### src/rtl/ccff_cfg_pkg.sv
// Shared state encoding and per-tile chain lengths for configuration-chain loaders.
// Every loader and its bench import these, so they agree on encodings and lengths.
package ccff_cfg_pkg;

  typedef enum logic [1:0] {
    IDLE  = 2'd0,
    LOAD  = 2'd1,
    SHIFT = 2'd2,
    DONE  = 2'd3
  } ccff_ld_state_t;

  // 5-track sb tile: 4x size10 muxes (8 bits each) + 4x size8 muxes (6 bits each)
  localparam int SB_1_1_CHAIN_LEN = 56;

endpackage

### src/rtl/ccff_bitstream_loader_if.sv
// Host-to-loader configuration word stream (valid/ready).
// s_data must hold stable while s_valid is high and s_ready is low.
interface ccff_bitstream_loader_if #(
  parameter int WORD_W = 32
);
  logic [WORD_W-1:0] s_data;
  logic              s_valid;
  logic              s_ready;

  modport master (output s_data, output s_valid, input s_ready);
  modport slave  (input s_data, input s_valid, output s_ready);
endinterface

### src/rtl/ccff_piso.sv
// Parallel-in/serial-out word register; bit 0 leaves first, new word visible the cycle after load.
// No backpressure of its own: load wins over shift, and the controller decides both.
module ccff_piso #(
  parameter int WORD_W = 32
) (
  input  logic              prog_clk,
  input  logic              pReset,
  input  logic              load,
  input  logic              shift,
  input  logic [WORD_W-1:0] din,
  output logic              sout,
  output logic              last_bit,
  output logic              pre_last
);
  localparam int IDX_W   = (WORD_W > 1) ? $clog2(WORD_W) : 1;
  localparam int PRE_IDX = (WORD_W > 1) ? WORD_W - 2 : 0;

  logic [WORD_W-1:0] sreg;
  logic [IDX_W-1:0]  idx;

  always_ff @(posedge prog_clk or negedge pReset) begin
    if (!pReset) begin
      sreg <= '0;
      idx  <= '0;
    end else if (load) begin
      sreg <= din;
      idx  <= '0;
    end else if (shift) begin
      sreg <= sreg >> 1;
      idx  <= idx + 1'b1;
    end
  end

  assign sout     = sreg[0];
  assign last_bit = (idx == IDX_W'(WORD_W - 1));
  // Lets the controller raise a registered s_ready exactly on the word's last bit
  assign pre_last = (WORD_W > 1) && (idx == IDX_W'(PRE_IDX));

endmodule

### src/rtl/ccff_bitstream_loader.sv
// Serialises host configuration words onto ccff_head, one bit per prog_clk, for CHAIN_LEN bits.
// s_ready opens only in LOAD or on a word's last bit, so a waiting host stalls the chain.
module ccff_bitstream_loader
  import ccff_cfg_pkg::*;
#(
  parameter int WORD_W    = 32,
  parameter int CHAIN_LEN = SB_1_1_CHAIN_LEN,
  parameter int CNT_W     = $clog2(CHAIN_LEN + 1)
) (
  input  logic                  prog_clk,
  input  logic                  pReset,
  input  logic                  start,
  input  logic                  abort,
  ccff_bitstream_loader_if.slave s,
  output logic                  ccff_head,
  output logic                  chain_en,
  output logic                  busy,
  output logic                  done,
  output logic [CNT_W-1:0]      bit_count
);
  localparam logic [CNT_W-1:0] LAST_CNT     = CNT_W'(CHAIN_LEN - 1);
  localparam bit               ONE_BIT_WORD = (WORD_W == 1);

  ccff_ld_state_t   state;
  logic             s_ready_q;
  logic             accept;
  logic             piso_shift;
  logic             last_bit;
  logic             pre_last;
  logic [CNT_W-1:0] cnt_inc;

  assign cnt_inc    = bit_count + 1'b1;
  assign accept     = s.s_valid && s_ready_q && !abort;
  assign piso_shift = (state == SHIFT) && !abort && !accept;
  assign s.s_ready  = s_ready_q;

  ccff_piso #(.WORD_W(WORD_W)) u_piso (
    .prog_clk (prog_clk),
    .pReset   (pReset),
    .load     (accept),
    .shift    (piso_shift),
    .din      (s.s_data),
    .sout     (ccff_head),
    .last_bit (last_bit),
    .pre_last (pre_last)
  );

  always_ff @(posedge prog_clk or negedge pReset) begin
    if (!pReset) begin
      state     <= IDLE;
      s_ready_q <= 1'b0;
      chain_en  <= 1'b0;
      busy      <= 1'b0;
      done      <= 1'b0;
      bit_count <= '0;
    end else begin
      done <= 1'b0;
      if (abort) begin
        // bit_count is left alone so software can see how far the load got
        state     <= IDLE;
        s_ready_q <= 1'b0;
        chain_en  <= 1'b0;
        busy      <= 1'b0;
      end else begin
        case (state)
          IDLE: begin
            if (start) begin
              bit_count <= '0;
              state     <= LOAD;
              s_ready_q <= 1'b1;
              busy      <= 1'b1;
            end
          end
          LOAD: begin
            if (accept) begin
              state     <= SHIFT;
              chain_en  <= 1'b1;
              s_ready_q <= ONE_BIT_WORD && (bit_count != LAST_CNT);
            end
          end
          SHIFT: begin
            bit_count <= cnt_inc;
            if (bit_count == LAST_CNT) begin
              state     <= DONE;
              chain_en  <= 1'b0;
              busy      <= 1'b0;
              done      <= 1'b1;
              s_ready_q <= 1'b0;
            end else if (last_bit) begin
              if (accept) begin
                s_ready_q <= ONE_BIT_WORD && (cnt_inc != LAST_CNT);
              end else begin
                state     <= LOAD;
                chain_en  <= 1'b0;
                s_ready_q <= 1'b1;
              end
            end else begin
              // no word is requested if the chain ends before this word does
              s_ready_q <= pre_last && (cnt_inc != LAST_CNT);
            end
          end
          DONE:    state <= IDLE;
          default: state <= IDLE;
        endcase
      end
    end
  end

endmodule
### src/flat_wrapper.sv
// flat-port wrapper written by rule: the top's interface ports become plain ports
module ccff_bitstream_loader_flat import ccff_cfg_pkg::*;
#(
  parameter int WORD_W    = 32,
  parameter int CHAIN_LEN = SB_1_1_CHAIN_LEN,
  parameter int CNT_W     = $clog2(CHAIN_LEN + 1)
)
  (prog_clk, pReset, start, abort, ccff_head, chain_en, busy, done, bit_count, s_s_data, s_s_valid, s_s_ready);
  ccff_bitstream_loader_if #(.WORD_W(WORD_W)) s_i ();
  input  logic prog_clk;
  input  logic pReset;
  input  logic start;
  input  logic abort;
  output logic ccff_head;
  output logic chain_en;
  output logic busy;
  output logic done;
  output logic [CNT_W-1:0] bit_count;
  input wire logic [$bits(s_i.s_data)-1:0] s_s_data;
  input wire logic [$bits(s_i.s_valid)-1:0] s_s_valid;
  output wire logic [$bits(s_i.s_ready)-1:0] s_s_ready;
  assign s_i.s_data = s_s_data;
  assign s_i.s_valid = s_s_valid;
  assign s_s_ready = s_i.s_ready;
  ccff_bitstream_loader #(.WORD_W(WORD_W), .CHAIN_LEN(CHAIN_LEN), .CNT_W(CNT_W)) u_core (.prog_clk(prog_clk), .pReset(pReset), .start(start), .abort(abort), .s(s_i), .ccff_head(ccff_head), .chain_en(chain_en), .busy(busy), .done(done), .bit_count(bit_count));
endmodule
### config.mk
export PLATFORM = sky130hd
export DESIGN_NAME = ccff_bitstream_loader_flat
export DESIGN_NICKNAME = d
export VERILOG_FILES = /design/src/rtl/ccff_cfg_pkg.sv /design/src/rtl/ccff_bitstream_loader_if.sv /design/src/rtl/ccff_piso.sv /design/src/rtl/ccff_bitstream_loader.sv /design/src/flat_wrapper.sv
export SDC_FILE = /design/constraint.sdc
export NUM_CORES = 1
export LEC_CHECK = 0
export ABC_AREA = 1
export CORE_UTILIZATION = 30
export DETAILED_ROUTE_END_ITERATION = 6
export SLEW_MARGIN = 20
export SYNTH_ARGS = -nofsm -noshare
export SYNTH_HDL_FRONTEND = slang
export SYNTH_SLANG_ARGS = --single-unit
export TNS_END_PERCENT = 5
### constraint.sdc
create_clock -name prog_clk -period 1.9 [get_ports prog_clk]
set_input_delay 0.19 -clock prog_clk [delete_from_list [all_inputs] [get_ports prog_clk]]
set_output_delay 0.19 -clock prog_clk [all_outputs]
set_load 0.005 [all_outputs]
==> results_dict.tcl <==
set metrics [dict create \
    status "finished clean" \
    finalHoldViolCount 0 \
    drt-total-wl_um 5150 \
    crit_slowest_cell "dfrtp_1" \
    hold_start "s_s_data[31]" \
    die_x_um 92.8 \
    clk_pin_slew_worst_paths_ns 0.10 \
    synthCells 278 \
    power_mw 3.86 \
    io_buffers 47 \
    antenna_found_initial 0 \
    finalSetupViolations 0 \
    syn_nets 324 \
    rsz0062_at_grt "false" \
    htree_levels 2 \
    setup_tns_ns 0 \
    netlist.area_leader.share 0.496 \
    worstPathMaxFanout 32 \
    cts_sinks 49 \
    synth.area.top_cells "dfrtp_1, o221ai_1, nand2_1" \
    post-route-period-util 0.884 \
    slowest_delay_ns 0.42 \
    crit_chain "inv_1, ha_2, inv_2, nor2_4, inv_2, nand2_2, buf_12, o221ai_1" \
    relSlewSlack 0.591 \
    peakVddDrop_v 0.000355 \
    power_density_mw_per_mm2 1200 \
    syn_area_per_cell_um2 8.90 \
    netlist_area_mm2 0.00247 \
    drive_gt1_frac 0.0967 \
    path_class "flip-flop to flip-flop" \
    grt_pass1_wl_um 9320 \
    vias 1995 \
    reg2reg_from "u_core.state[0]" \
    synth.distinct_cells 33 \
    cts_made_buffers 5 \
    hp-class "primary input to flip-flop" \
    postRouteAntennaNets 0 \
    finClkSkew_ns 0.00486 \
    max_freq_mhz 595 \
    yosys.area.top_type "dfrtp_1" \
    grt_usage 0.136 \
    avgViaCountPerCell 4.61 \
    cp.required_ns 2.08 \
    timing.final.crit_period_ns 1.68 \
    crit_arrival_ns 1.86 \
    pin_count 48 \
    drtIter0Drc 78 \
    cap_violations 0 \
    nNetsFinal 376 \
    first_pass_iters 5 \
    fin_hold_ws_ns 0.457 \
    die_h_um 92.8 \
    p_leak_nw 1.43 \
    routedWlPerCell_um 11.9 \
    start_util 0.315 \
    cts_tree "built" \
    startpoint_type "flip-flop" \
    postCtsSetupBuffers 0 \
    grt_max_degree 50 \
    ys_warn_count 0 \
    cp-startpoint "u_core.state[0]" \
    worstMarginPinSlew_ns 0.614 \
    place_congestion 0.782 \
    insertion_delay_ns 0.31 \
    final_max_slew_viol_count 0 \
    dp_hpwl_um 3640 \
    drc_errors 0 \
    globalRouteOverflowTotal 0 \
    crit_path_end_kind "flip-flop" \
    num_rows 32 \
    ys_ff_latch 49 \
    r2r_slack_ns 0.22 \
    antenna_cells 0 \
    synthToLayoutAreaGrowth_pct 29.7 \
    core_mm2 0.00785 \
    root_buffer "clkbuf_8" \
    fp.dieArea_mm2 0.00861 \
    first_global_vias 2050 \
    yosysSeqAreaShare 0.496 \
    cts.path.max_buffers 2 \
    path_common_cell "inv_2" \
]
## per-stage QoR
| step | worst slack [ns] | cells | area, µm² | util |
|---|---|---|---|---|
| after floorplan | 0.421 | 278 | 2470 | - |
| after global placement | 0.236 | 424 | 3070 | 0.392 |
| after detailed placement | 0.195 | 424 | 3070 | 0.392 |
| after CTS | 0.175 | 433 | 3200 | 0.408 |
| after global routing | 0.00667 | 433 | 3210 | 0.409 |
| final | 0.221 | 433 | 3210 | 0.409 |
## path summary, 6_finish.rpt
kind,end,cells past startpoint
min,u_core.u_piso.sreg[31],3
min in group asynchronous,u_core.u_piso.sreg[12],3
max in group asynchronous,u_core.state[1],3
max,u_core.u_piso.sreg[6],8
min reg2reg,u_core.chain_en,2
max reg2reg,u_core.u_piso.sreg[6],8
## metal layers
layer | share of wire | global-route usage
met5 | 0 | 0
met3 | 0.036 | 0.0345
met1 | 0.49 | 0.181
met2 | 0.47 | 0.214
met4 | 0.012 | 0.0423
## flip-flops by register name, summed over array words and instances (netlist names)
signal	count
u_core.done	1
u_core.state	2
u_core.s.s_ready	1
u_core.bit_count	6
u_core.u_piso.sreg	32
u_core.u_piso.idx	5
u_core.busy	1
u_core.chain_en	1
## cell usage in the layout (no fill, tap or decap)
master	count
dfrtp_1	49
nor2_1	13
clkbuf_8	5
o211ai_2	1
nor2_2	2
nand2_2	1
nand4_2	1
nand2_1	68
inv_1	48
nand3_1	10
o31ai_1	1
o21bai_1	2
inv_8	1
o211ai_1	2
buf_4	6
a21oi_2	1
ha_2	1
buf_12	1
nor3_1	1
nor2_4	1
bufinv_16	1
a21oi_1	1
clkdlybuf4s50_1	46
nand4_1	1
o21ai_0	12
nor2_8	1
clkinv_4	1
o21ai_1	3
a211oi_2	1
buf_2	1
nand3b_1	2
nor3_2	1
o221ai_1	30
ha_1	8
xnor2_1	1
dlygate4sd3_1	1
inv_2	4
o21ai_2	1
## cell families after synthesis
| group | Yosys count | synth area share |
|---|---|---|
| XOR/XNOR | 1 | 0.00354 |
| flip-flops | 49 | 0.496 |
| adder cells (fa/ha/maj) | 9 | 0.0455 |
| buffers and inverters | 62 | 0.102 |
| AND/OR/NAND/NOR | 102 | 0.182 |
| AO/OA/AOI/OAI | 55 | 0.171 |
## report_power, final
group | switching (mW) | leakage, nW | internal (mW)
logic | 0.811 | 0.740 | 0.642
registers | 0.178 | 0.630 | 1.45
clock network | 0.377 | 0.0603 | 0.404
total | 1.37 | 1.43 | 2.50
## synthesized netlist by cell type
library cell,instances
o21ai_2,1
o21ai_1,3
nor3_2,1
o221ai_1,30
nor2_2,1
nand4_2,1
nand2_1,68
a211oi_2,1
inv_2,4
nor3_1,1
nor2_1,14
buf_1,1
o211ai_2,1
nor2_8,1
o21bai_1,2
buf_6,1
nor2_4,1
ha_1,9
nand2_2,1
o21ai_0,12
inv_1,48
clkbuf_1,4
a21oi_2,1
nand3b_1,2
nand3_1,10
buf_2,1
xnor2_1,1
buf_4,3
nand4_1,1
o31ai_1,1
o211ai_1,2
a21oi_1,1
dfrtp_1,49
## critical path: cells and delay by family (launching register included)
family                   cells  cell delay (ns)
flip-flops                   1             0.42
adder cells (fa/ha/maj)      1             0.22
AO/OA/AOI/OAI                1             0.13
AND/OR/NAND/NOR              2             0.26
buffers and inverters        4             0.51
## repair_timing
| action | in CTS | in global routing |
|---|---|---|
| hold buffers | 1 | 0 |
| setup endpoints to repair | 0 | 4 |
| resized for setup | 0 | 2 |
| hold endpoints to repair | 1 | 0 |
## area by class of cell
type                            instances  area, µm²
Clock inverter                          3       50.0
Multi-Input combinational cell        167       1000
Inverter                               52        195
Fill cell                             804       4640
Sequential cell                        49       1230
Timing Repair Buffer                   55        541
Clock buffer                            5       68.8
Tap cell                              102        128
(Power assumes the default switching activity.)
